### config.mk
export PLATFORM = sky130hd
export DESIGN_NAME = spike_filter_serializer
export DESIGN_NICKNAME = d
export VERILOG_FILES = /design/src/rtl/spike_filter_serializer.sv
export SDC_FILE = /design/constraint.sdc
export NUM_CORES = 1
export LEC_CHECK = 0
export ABC_AREA = 1
export BUFFER_PORTS_ARGS = -buffer_cell sky130_fd_sc_hd__buf_2
export CORE_UTILIZATION = 45
export DETAILED_ROUTE_END_ITERATION = 8
export MAX_ROUTING_LAYER = met4
export PLACE_DENSITY = 0.72
export RECOVER_POWER = 100
export SYNTH_ARGS = -nofsm -noshare
export SYNTH_HDL_FRONTEND = slang
export SYNTH_SLANG_ARGS = --single-unit
export TNS_END_PERCENT = 20
### constraint.sdc
create_clock -name clk -period 3.4 [get_ports clk]
set_clock_uncertainty 0.2 [all_clocks]
set_input_delay 0.34 -clock clk [delete_from_list [all_inputs] [get_ports clk]]
set_output_delay 0.34 -clock clk [all_outputs]
set_load 0.02 [all_outputs]
### src/rtl/spike_filter_serializer.sv
// Packs one filter-state update into two PC-bound words (low half, then high half).
// A single holding register plus a 3-state send FSM gives one record per two output cycles.
module spike_filter_serializer #(
  parameter int          Nfilts  = 10,
  parameter int          Nstate  = 27,
  parameter logic [7:0]  CODE_LO = 8'd12,
  parameter logic [7:0]  CODE_HI = 8'd13,
  parameter int          Ncount  = 16
) (
  input  logic              clk,
  input  logic              reset_n,
  input  logic [Nfilts-1:0] in_filt_idx,
  input  logic [Nstate-1:0] in_filt_state,
  input  logic              in_v,
  output logic              in_a,
  output logic [7:0]        out_code,
  output logic [23:0]       out_payload,
  output logic              out_v,
  input  logic              out_a,
  output logic [Ncount-1:0] records_sent
);

  typedef enum logic [1:0] {IDLE, SEND_LO, SEND_HI} state_t;

  state_t      state, state_nxt;
  logic [47:0] hold;
  logic [47:0] rec;
  logic        cap, cnt;

  assign rec = 48'({in_filt_state, in_filt_idx});

  always_ff @(posedge clk) begin
    if (!reset_n) begin
      state        <= IDLE;
      hold         <= '0;
      records_sent <= '0;
    end else begin
      state <= state_nxt;
      if (cap) hold <= rec;
      if (cnt) records_sent <= records_sent + 1'b1;
    end
  end

  always_comb begin
    state_nxt   = state;
    in_a        = 1'b0;
    out_v       = 1'b0;
    out_code    = '0;
    out_payload = '0;
    cap         = 1'b0;
    cnt         = 1'b0;
    unique case (state)
      IDLE: begin
        in_a = 1'b1;
        if (in_v) begin
          cap       = 1'b1;
          state_nxt = SEND_LO;
        end
      end
      SEND_LO: begin
        out_v       = 1'b1;
        out_code    = CODE_LO;
        out_payload = hold[23:0];
        if (out_a) state_nxt = SEND_HI;
      end
      SEND_HI: begin
        out_v       = 1'b1;
        out_code    = CODE_HI;
        out_payload = hold[47:24];
        // Accepting the next record only as the high word leaves keeps the pair contiguous.
        in_a        = out_a;
        if (out_a) begin
          cnt = 1'b1;
          if (in_v) begin
            cap       = 1'b1;
            state_nxt = SEND_LO;
          end else begin
            state_nxt = IDLE;
          end
        end
      end
      default: state_nxt = IDLE;
    endcase
  end

endmodule

# Word-level counts from Yosys, hierarchy flattened
# Cells that the tools add are included.
dict set report word_totals {
  regBits 55
  input_bits 41
  output_inout_bits 50
  wordCells 26
}
dict set report op_classes {
  add_sub_neg 1
  n_eq_ne 5
  mux 14
  reduce_logical 3
}
# operator count
set ops {}
lappend ops {{$pmux 24 s2} 1}
lappend ops {{$add 16x1->16 const B} 1}
lappend ops {{$pmux 4 s2} 1}
lappend ops {{$mux 1} 6}
lappend ops {{$mux 2} 3}
lappend ops {{$ne 2x2->1 const B} 3}
lappend ops {{$pmux 2 s3} 1}
lappend ops {{$pmux 1 s2} 2}
lappend ops {{$reduce_and 3->1} 1}
lappend ops {{$eq 2x1->1 const B} 1}
lappend ops {{$eq 2x2->1 const B} 1}
lappend ops {{$logic_not 2->1} 1}
lappend ops {{$reduce_or 2->1} 1}

# Longest topological paths before layout
dict set report depth {
  word_depth 3
  depth_mapped 10
}

# Worst setup path after synthesis
# No wires, ideal clock.
dict set report synth_timing {
  path_type {register to output}
  startpoint {register state[0]}
  endpoint {output out_payload[0]}
  arrival_time_ns 1.583
  required_time_ns 2.860
  path_slack_ns 1.277
  path_stages_with_launch 6
  n_path_buf 1
  path_cell_list {dfxtp_1 > inv_1 > ha_1 > inv_1 > clkbuf_1 > a21oi_1}
}
dict set report synth_via {
  elab_chain_cells 2
  word_cells_on_any_way 3
  classes_between {2 x eq/ne; 1 x mux}
}
# element line_no
set synth_lines {}
lappend synth_lines {{start: declaration} 25} ;# state_t state, state_nxt;
lappend synth_lines {{start signal: assignment} 38} ;# state <= state_nxt;
lappend synth_lines {{$eq 2x2->1 or $eq 2x1->1 (tied branches)} 52} ;# unique case (state)
lappend synth_lines {{$pmux 24 s2 (*)} 52}
lappend synth_lines {{end: declaration} 17} ;# output logic [23:0] out_payload,
# Mark *: on every way between the ends. The rest lies on a longest branch, timed or not.

# Worst setup path in the final report
dict set report layout_timing {
  startpoint {register state[0]}
  endpoint {output out_payload[12]}
}
# The elaborated chain is that of the path after synthesis.

==> impl_summary.txt <==
----------------------------------------------------
[Outcome]
  Result of the run ... finished clean

[Timing]
  Worst-case setup margin in the final layout ... 0.650 ns
  Slew Viols, Final ... 0
  Endpoints failing setup ... 0
  Unrepaired setup endpoints after global routing ... no
  Final hold violations ... 0
  Headroom to the max-slew limit ... 0.451
  Highest attainable clock frequency ... 0.364 GHz
  Worst slew pin tran ... 0.823 ns
  Final clock period utilization by the worst path ... 0.809
  Shortest period the worst path allows ... 2.75 ns
  Setup TNS ... 0 ns

[Critical path]
  Critical path launch point ... state[0]
  Required time at the endpoint of the critical path ... 2.86 ns
  WS Path Type ... flip-flop to output port
  Worst r2r src ... state[0]
  Maximum fanout along the worst path ... 15
  Capturing element type of the critical path ... output port
  Kind of start point of the critical path ... flip-flop
  Arr. time, crit path ... 2.21 ns

[Place]
  Area post-placement ... 3030 sq um
  Post-DP HPWL ... 4.46 mm
  GP Congestion ... 0.796
  Port Buffers ... 85
  Minimum setup slack after placement ... 1.04 ns

[Clock network]
  Clock-pin slew on the worst setup and hold paths ... 0.10 ns
  Root cell of the clock tree ... clkbuf_8
  H-tree Lvls ... 2
  Clock tree from TritonCTS ... done
  Number of buffers inserted during clock tree synthesis ... 5
  Post-cts sizing count ... 0
  Post-CTS Setup Inserts ... 0
  Hold buffer count at CTS ... 0
  Clock latency at the later pin of the worst-skew pair ... 0.30 ns
  Max Buffers Root-to-Sink ... 2
  Sinks on the clock net ... 55

[Logic synthesis]
  Post-synthesis area per instance ... 6.86 sq um
  Compound-gate portion of the synthesized area ... 0.139
  Post-Synth Adder-Cell Area ... 0.0331
  Number of flops mapped to enable cells by yosys ... 0
  Count leader, synth ... nor2_1
  Ranking of synthesized cells by instance count ... nor2_1, nand2_1, dfxtp_1, o21ai_1, inv_1
  Cell type with the highest aggregate area in the netlist ... dfxtp_1
  Largest family of logic cells by synthesized area ... simple AND/OR/NAND/NOR gates
  Yosys cell types ... 26
  Number of warnings printed during yosys synthesis ... 0
  Simple-gate area share of the yosys netlist ... 0.308
  Post-synthesis instance area ... 2650 sq um
  Register bit total from synthesis ... 55
  Synth Flop Type ... dfxtp_1
  Ys async rst share ... 0
  Multiplexer share of the synthesized area ... 0
  Share of the yosys chip area belonging to registers ... 0.416
  Largest cells by area after synthesis ... dfxtp_1, nor2_1, nand2_1, o21ai_1, a21oi_1
  Parity-gate share of the synthesized area counting xor and xnor cells ... 0
  Top-area cell type share of the netlist area ... 0.416
  Synthesized netlist cell count ... 386

[GRT]
  Number of global-route vias before repair ... 2354
  Global route total overflow ... 0
  Overall routing resource usage ... 0.219
  Pin count of the biggest net entering global routing ... 52
  Global-route wire length before repair ... 10.6 mm
  Initial antenna violation count ... 0

[Detailed routing]
  Via count of the routed design ... 2595
  Avg WL per Cell ... 11.7 um
  Via-per-instance ratio ... 4.88
  Routed Antenna Nets ... 0
  Detailed-route wire length ... 6.23 mm
  Remaining DRCs ... 0
  First-pass iteration count of the detailed router ... 4
  First-iteration detailed-routing DRC count ... 190

[Min path]
  Worst Hold Class ... primary input to flip-flop
  Launch instance of the worst min-delay path ... in_filt_state[3]

[Cells and area]
  End-of-flow core utilization ... 0.550
  Share of cells above drive strength 1 ... 0.111
  Finished Cell Area ... 3060 sq um
  Footprint of the flip-flops and latches ... 1100 sq um
  NumNets Final ... 507
  Total inserted antenna cells ... 0
  Fillers ... 604
  Synthesis-to-finish area growth ... 15.8%
  Combined area of the multi-input logic cells ... 1250 sq um

[Power and ir drop]
  Overall power after layout ... 2.23 mW
  Power per standard cell area ... 726 nW/um^2
  Peak supply drop ... 0.396 mV
  Leakage Power ... 1.26 nW

[Floorplanning]
  Area of the die ... 6190 sq um
  DIE WIDTH ... 78.7 um
  Total I/O pin count ... 91
  Die outline height ... 78.7 um
  Initial Utilization ... 0.475
  Placeable core area ... 5570 sq um
  Cell Rows ... 27

[Run]
  Max-capacitance violation count ... 0

----------------------------------------------------
## cells by family (layout without fill, tap and decap cells)
| logic type | count (synthesis) | in the layout |
|---|---|---|
| and+or+nand+nor | 197 | 197 |
| buffers and inverters | 54 | 124 |
| other | 1 | 5 |
| AOI/OAI and AO/OA | 72 | 72 |
| adders and majority gates | 7 | 7 |
| DFF | 55 | 55 |
## critical path, cell delays in order (launching register included)
cell      delay [ns]
dfxtp_1         0.39
inv_1           0.11
ha_1            0.58
inv_1           0.32
a21oi_1         0.25
clkbuf_1        0.26
## worst paths after layout
check | end | slack, ns | cells past startpoint
worst max register to register | hold[5] | 1.15 | 8
worst min-delay path | hold[13] | 0.07 | 3
worst max-delay path | out_payload[12] | 0.65 | 5
worst min register to register | hold[21] | 0.29 | 2
## registers in the layout, indices dropped and copies added, names as in the netlist
name and cells:
hold 37, records_sent 16, state 2
## per-layer routing
metal	vias to the layer above	part of all wire	GRT usage	wire length (um)
met5	-	0	-	0
met4	0	0.0064	0.0481	40
met3	4	0.062	0.0453	386
met2	74	0.48	0.367	2980
met1	1169	0.45	0.270	2820
li1	1348	-	-	-
## per-stage QoR
step	hold WS, ns	instances
global placement	0.264	524
finish	0.0704	532
global route	0.0712	532
floorplan	0.255	390
CTS	0.0633	532
detailed placement	0.273	524
## area by class of cell
cell class / count / area share
multi-input cells: 281 / 0.408
flip-flops and latches: 55 / 0.359
repair buffers: 86 / 0.123
inverters: 30 / 0.0372
well taps: 72 / 0.0294
clock buffers: 6 / 0.0237
clock inverters: 2 / 0.0196
## report_power, final
group | total, mW | switching, mW | leakage [nW] | internal [mW]
clock network | 0.499 | 0.204 | 0.0654 | 0.294
registers | 0.871 | 0.0802 | 0.452 | 0.791
logic | 0.856 | 0.624 | 0.741 | 0.232
## layout by cell type (no fill, tap or decap), types with 2 or more instances in the layout
cell type,n
nand4_1,6
dfxtp_1,55
conb_1,5
ha_1,7
clkbuf_8,5
nor3_1,4
buf_2,40
a21oi_1,22
nand3_1,7
nand2_1,71
bufinv_16,2
clkbuf_1,46
nor2_1,107
o21ai_1,31
o21ai_0,16
inv_1,29
(Power assumes the default switching activity.)
